`src/rtl/mips_multicycle_ctrl.sv`:
```
// ============================================================================
// Module      : mips_multicycle_ctrl
// Description : Multicycle FETCH/DECODE/EXEC/MEM/WB sequencer for a MIPS
//               datapath. Optional MIPS_CTRL_PERFCNT_EN adds retired and
//               stall counters.
// Revision    : 1.0 - initial release
// ============================================================================
`default_nettype none

module mips_multicycle_ctrl #(
    parameter int MEM_TIMEOUT = 16,
    parameter int TO_W        = 5
) (
    input  logic        clk,
    input  logic        rst,
    input  logic        instr_valid,
    input  logic [31:0] instr_in,
    output logic        instr_ready,
    output logic [31:0] instruction,
    input  logic        Zero,
    input  logic        mem_ready,
    output logic        ALUScr,
    output logic        RegWrite,
    output logic        RegDst,
    output logic        MemRead,
    output logic        MemWrite,
    output logic        MemtoReg,
    output logic [3:0]  ALUControl,
    output logic        pc_en,
    output logic        branch_taken,
    output logic        illegal,
    output logic        mem_err
`ifdef MIPS_CTRL_PERFCNT_EN
    ,
    output logic [31:0] retired_cnt,
    output logic [31:0] stall_cnt
`endif
);

    typedef enum logic [2:0] {S_FETCH, S_DECODE, S_EXEC, S_MEM, S_WB} state_t;
    typedef enum logic [2:0] {K_R, K_LW, K_SW, K_BEQ, K_ADDI} kind_t;

    state_t            state_q, state_d;
    kind_t             kind_q, kind_d, dec_kind;
    logic [31:0]       ir_q, ir_d;
    logic [3:0]        alu_q, alu_d, dec_alu;
    logic              dec_ok;
    logic              pc_en_q, pc_en_d;
    logic              br_q, br_d;
    logic              illegal_q, illegal_d;
    logic              mem_err_q, mem_err_d;
    logic [TO_W-1:0]   to_cnt_q, to_cnt_d;
    logic              in_alu_phase;

    always_comb begin
        dec_ok   = 1'b1;
        dec_kind = K_R;
        dec_alu  = 4'b0010;
        case (ir_q[31:26])
            6'h00: begin
                case (ir_q[5:0])
                    6'h20:   dec_alu = 4'b0010;
                    6'h22:   dec_alu = 4'b0110;
                    6'h24:   dec_alu = 4'b0000;
                    6'h25:   dec_alu = 4'b0001;
                    6'h27:   dec_alu = 4'b1100;
                    6'h2A:   dec_alu = 4'b0111;
                    default: dec_ok  = 1'b0;
                endcase
            end
            6'h23:   dec_kind = K_LW;
            6'h2B:   dec_kind = K_SW;
            6'h04: begin
                dec_kind = K_BEQ;
                dec_alu  = 4'b0110;
            end
            6'h08:   dec_kind = K_ADDI;
            default: dec_ok   = 1'b0;
        endcase
    end

    always_comb begin
        state_d   = state_q;
        ir_d      = ir_q;
        kind_d    = kind_q;
        alu_d     = alu_q;
        pc_en_d   = 1'b0;
        br_d      = 1'b0;
        illegal_d = illegal_q;
        mem_err_d = mem_err_q;
        to_cnt_d  = to_cnt_q;
        case (state_q)
            S_FETCH: begin
                if (instr_valid) begin
                    ir_d    = instr_in;
                    state_d = S_DECODE;
                end
            end
            S_DECODE: begin
                if (dec_ok) begin
                    kind_d  = dec_kind;
                    alu_d   = dec_alu;
                    state_d = S_EXEC;
                end else begin
                    illegal_d = 1'b1;
                    pc_en_d   = 1'b1;
                    state_d   = S_FETCH;
                end
            end
            S_EXEC: begin
                to_cnt_d = '0;
                case (kind_q)
                    K_BEQ: begin
                        pc_en_d = 1'b1;
                        br_d    = Zero;
                        state_d = S_FETCH;
                    end
                    K_LW, K_SW: state_d = S_MEM;
                    default:    state_d = S_WB;
                endcase
            end
            S_MEM: begin
                if (mem_ready) begin
                    if (kind_q == K_LW) begin
                        state_d = S_WB;
                    end else begin
                        pc_en_d = 1'b1;
                        state_d = S_FETCH;
                    end
                end else if (to_cnt_q == TO_W'(MEM_TIMEOUT - 1)) begin
                    // Abort: the request was outstanding for MEM_TIMEOUT cycles
                    mem_err_d = 1'b1;
                    pc_en_d   = 1'b1;
                    state_d   = S_FETCH;
                end else begin
                    to_cnt_d = to_cnt_q + 1'b1;
                end
            end
            S_WB: begin
                pc_en_d = 1'b1;
                state_d = S_FETCH;
            end
            default: state_d = S_FETCH;
        endcase
    end

    always_ff @(posedge clk) begin
        if (!rst) begin
            state_q   <= S_FETCH;
            ir_q      <= '0;
            kind_q    <= K_R;
            alu_q     <= '0;
            pc_en_q   <= 1'b0;
            br_q      <= 1'b0;
            illegal_q <= 1'b0;
            mem_err_q <= 1'b0;
            to_cnt_q  <= '0;
        end else begin
            state_q   <= state_d;
            ir_q      <= ir_d;
            kind_q    <= kind_d;
            alu_q     <= alu_d;
            pc_en_q   <= pc_en_d;
            br_q      <= br_d;
            illegal_q <= illegal_d;
            mem_err_q <= mem_err_d;
            to_cnt_q  <= to_cnt_d;
        end
    end

    // ALU select and operand B stay stable from EXEC through WB
    assign in_alu_phase = (state_q == S_EXEC) || (state_q == S_MEM) || (state_q == S_WB);

    assign instr_ready  = (state_q == S_FETCH);
    assign instruction  = ir_q;
    assign ALUControl   = in_alu_phase ? alu_q : 4'b0000;
    assign ALUScr       = in_alu_phase && (kind_q == K_LW || kind_q == K_SW || kind_q == K_ADDI);
    assign MemRead      = (state_q == S_MEM) && (kind_q == K_LW);
    assign MemWrite     = (state_q == S_MEM) && (kind_q == K_SW);
    assign RegWrite     = (state_q == S_WB);
    assign RegDst       = (state_q == S_WB) && (kind_q == K_R);
    assign MemtoReg     = (state_q == S_WB) && (kind_q == K_LW);
    assign pc_en        = pc_en_q;
    assign branch_taken = br_q;
    assign illegal      = illegal_q;
    assign mem_err      = mem_err_q;

`ifdef MIPS_CTRL_PERFCNT_EN
    logic [31:0] retired_q, stall_q;

    always_ff @(posedge clk) begin
        if (!rst) begin
            retired_q <= '0;
            stall_q   <= '0;
        end else begin
            if (pc_en_q) begin
                retired_q <= retired_q + 32'd1;
            end
            if ((state_q == S_MEM) && !mem_ready) begin
                stall_q <= stall_q + 32'd1;
            end
        end
    end

    assign retired_cnt = retired_q;
    assign stall_cnt   = stall_q;
`endif

endmodule

`default_nettype wire
```
`config.mk`:
```
export PLATFORM = sky130hd
export DESIGN_NAME = mips_multicycle_ctrl
export DESIGN_NICKNAME = d
export VERILOG_FILES = /design/src/rtl/mips_multicycle_ctrl.sv
export SDC_FILE = /design/constraint.sdc
export NUM_CORES = 1
export LEC_CHECK = 0
export ABC_AREA = 1
export ABC_CLOCK_PERIOD_IN_PS = 1500
export BUFFER_PORTS_ARGS = -buffer_cell sky130_fd_sc_hd__buf_2
export CORE_ASPECT_RATIO = 0.75
export CORE_UTILIZATION = 44
export DETAILED_ROUTE_END_ITERATION = 10
export GPL_TIMING_DRIVEN = 0
export PLACE_DENSITY = 0.77
export SLEW_MARGIN = 10
export SYNTH_ARGS = -nofsm -noshare
export SYNTH_HDL_FRONTEND = slang
export SYNTH_SLANG_ARGS = --single-unit
```
`constraint.sdc`:
```
create_clock -name clk -period 1.5 [get_ports clk]
set_clock_uncertainty 0.05 [all_clocks]
set_input_delay 0.075 -clock clk [delete_from_list [all_inputs] [get_ports clk]]
set_output_delay 0.075 -clock clk [all_outputs]
set_load 0.005 [all_outputs]
```
==> impl_metrics.csv <==
group,metric,value,unit
grt,grt_pass1_vias,2311,
outcome,status,"complete, but fails checks",
synth,synth_edf_count,0,
critical_path,slowest_delay,0.37,ns
timing,finalCriticalPeriod,1.55,ns
synth,yosys.area_share.simple,29.8,%
synth,synthFlopType,"dfxtp_1",
routing,dr_total_vias,2608,
placement,place_area,0.00277,sq mm
synth,yosysTopAreaCell,"dfxtp_1",
critical_path,crit_path_max_fanout,5,
clock_tree,clockBufferDepth,2,
timing,max_freq,644,MHz
run,maxCapViolations,0,
synth,ys_top_cells_by_count,"nand2_1, dfxtp_1, a21oi_1",
synth,synth_adder_area_share,1.10,%
routing,wl,6960,um
critical_path,path_cells,"ha_4 > nand2_4 > nor2_2 > ha_2 > nor2_4 > o21ai_4 > inv_2 > o211a_1",
critical_path,reg2reg_depth,8,
finish,diodes,0,
critical_path,r2r-end,"to_cnt_q[4]$_SDFFE_PN0P_",
critical_path,startpoint_type,"register",
floorplan,top_level_ports,84,
timing,rsz0062_at_grt,"yes",
pwr,leakage,1.58,nW
grt,grt.total_usage,25.0,%
timing,worst_slew_pin_slew,0.546,ns
timing,drv_slew,0,
grt,grt_max_degree,17,
synth,synth_cells,315,
synth,synthTopCellsByArea,"dfxtp_1, a21oi_1, nand2_1",
synth,syn-mean-instance-area,7.20,sq um
placement,gp_congestion,0.831,
critical_path,r2r-start,"to_cnt_q[1]$_SDFFE_PN0P_",
critical_path,rrSetupSlack,-0.05,ns
synth,synth_nets,354,
clock_tree,insertion_delay,0.31,ns
placement,dp_slack,-0.143,ns
timing,setup_violations,5,
critical_path,arrival,1.71,ns
grt,gr-usage-met3,5.56,%
grt,grt_busiest_layer,"met2",
synth,synth_area,0.00227,sq mm
timing,timing.final.crit_share,104,%
synth,synth_xor_xnor_area_share,0,%
placement,io_buffers,81,
finish,multi_input_area,0.00116,sq mm
routing,dr.pass1.iters,10,
pwr,vdd.ir_drop.worst,0.795,mV
clock_tree,cts_root_buf,"clkbuf_8",
synth,synthMuxAreaShare,0,%
outcome,violations,"DRC, setup timing",
synth,synth_top_family_by_area,"simple AND/OR/NAND/NOR gates",
finish,drive_above_1_share,36.5,%
critical_path,crit_family,"compound AO/OA/AOI/OAI gates",
finish,syn_to_final_growth,47.2,%
worst_hold_path,holdPathStages,3,
critical_path,startpoint,"to_cnt_q[1]$_SDFFE_PN0P_",
worst_hold_path,hold_class,"input port to register",
floorplan,core.rowCount,22,
timing,worst_slack,-0.0533,ns
floorplan,die_w,84.9,um
floorplan,die_h,64.2,um
finish,num-fill-cells,388,
routing,viasPerCell,5.26,
grt,grt.overflow.total,0,
floorplan,die_area,0.00545,sq mm
routing,wl_per_cell,14.0,um
critical_path,cp.required,1.66,ns
synth,ys_async_sr_fraction,0,%
routing,first_iter_violations,228,
floorplan,initial_core_util,46.0,%
synth,ys_ff_latch,51,
synth,ys_seq_area_share,45.0,%
worst_hold_path,worstHoldStart,"instr_in[5]",
routing,ant_nets,0,
routing,drc_errors,5,
grt,grt_pass1_wl,10700,um
timing,slew-limit-headroom,63.6,%
clock_tree,cts.sinks,51,
floorplan,core,0.00493,sq mm
grt,use_met2,39.9,%
pwr,p_per_area,1020,mW/mm^2
worst_hold_path,min_to,"instruction[5]$_SDFFE_PN0P_",
clock_tree,clk_pin_slew_worst_paths,0.10,ns
clock_tree,numCtsBuffers,5,
clock_tree,cts_tree,"built",
synth,netlist-cell-type-count,28,
finish,fin_area,0.00334,sq mm
grt,antenna_found_initial,0,
placement,dp.final_hpwl,4340,um
synth,synth_most_common_cell,"nand2_1",
critical_path,path_class,"register to register",
clock_tree,h-tree-depth,2,
critical_path,crit_path_top_delay_cell,"dfxtp_2",
grt,grtUsageMet1,31.9,%
synth,synth_warnings,0,
finish,fin_nets,474,
critical_path,path_buf_inv,1,
finish,seq_area,0.00104,sq mm
timing,hold_viol,0,
synth,synth_top_cell_area_share,45.0,%
synth,synth-compound-area-share,15.0,%
critical_path,setup.worst_path.end_class,"register",
## final cells by class
cell class	count	area share, %
flip-flops and latches	51	31.3
clock buffers	5	2.06
clock inverters	3	2.02
plain buffers	14	2.47
well taps	60	2.25
inverters	35	3.93
multi-input cells	215	34.7
repair buffers	113	21.3
## routing by layer
layer	up-vias	wire, um	part of all wire (%)
li1	1269	-	-
met1	1180	2780	40
met2	130	3340	48
met3	29	590	8.5
met4	0	248	3.6
met5	-	0	0
## cells by family (layout without fill, tap and decap cells)
kind of cell | after synthesis | count (layout)
buffers and inverters | 49 | 170
and+or+nand+nor | 148 | 148
AOI/OAI and AO/OA | 65 | 65
DFF | 51 | 51
adders and majority gates | 2 | 2
## per-stage QoR
stage	cells	utilization, %	hold slack [ns]	setup TNS, ns	total power, mW
after floorplan	315	-	0.184	-0.00176	1.91
after detailed placement	456	56.2	0.270	-0.609	2.13
after CTS	493	65.2	0.00362	-0.0492	3.31
final	496	67.8	0.00346	-0.151	3.40
after global placement	456	56.2	0.264	-0.447	2.12
after global routing	496	67.8	0.00579	-0.655	3.55
## worst min-delay path, stage by stage
cell	delay (ns)
buf_2	0.07
o21ai_0	0.08
a21oi_1	0.10
## power by group
group          total (mW)  leakage [nW]  internal [mW]  switching (mW)
Combinational       0.718          1.09          0.305           0.413
Clock                1.14        0.0644          0.665           0.475
Sequential           1.54         0.425           1.46          0.0771
## state kept, by name, indices dropped and copies added, names as in the netlist
name / count
alu_q: 4
to_cnt_q: 5
pc_en: 1
instruction: 32
mem_err: 1
kind_q: 3
state_q: 3
branch_taken: 1
illegal: 1
## worst max path at each step
stage	endpoint	slack, ns	cells past startpoint
6_report	to_cnt_q[4]$_SDFFE_PN0P_	-0.05	8
5_1_grt	to_cnt_q[4]$_SDFFE_PN0P_	-0.14	8
3_5_place_dp	to_cnt_q[3]$_SDFFE_PN0P_	-0.14	9
4_1_cts	to_cnt_q[4]$_SDFFE_PN0P_	-0.03	8
3_3_place_gp	to_cnt_q[1]$_SDFFE_PN0P_	-0.10	9
2_1_floorplan	to_cnt_q[4]$_SDFFE_PN0P_	-0.002	8
## cells in the final DEF (no fill, tap or decap), types with 2 or more instances in the layout
cell type,instances
buf_2,85
nand2_1,53
a21oi_1,48
nand3_1,38
dfxtp_1,34
inv_1,30
dlygate4sd3_1,26
nor2_1,21
dfxtp_2,16
nor2_2,10
buf_4,9
o21ai_0,8
clkbuf_8,6
inv_2,5
nand2_2,5
nor2_4,5
clkbuf_1,5
o21ai_1,4
nand2_4,3
nor3_1,3
nand3_2,2
nand4_1,2
nor3_2,2
bufinv_16,2
## what timing repair did
action,CTS,global route
hold buffers,26,0
endpoints found under the setup margin,7,31
endpoints found under the hold margin,26,0
pin swaps,4,7
setup buffers,3,3
gates resized for setup,7,45
gates cloned,0,0
Note: power is estimated with default switching activity, not from simulation.
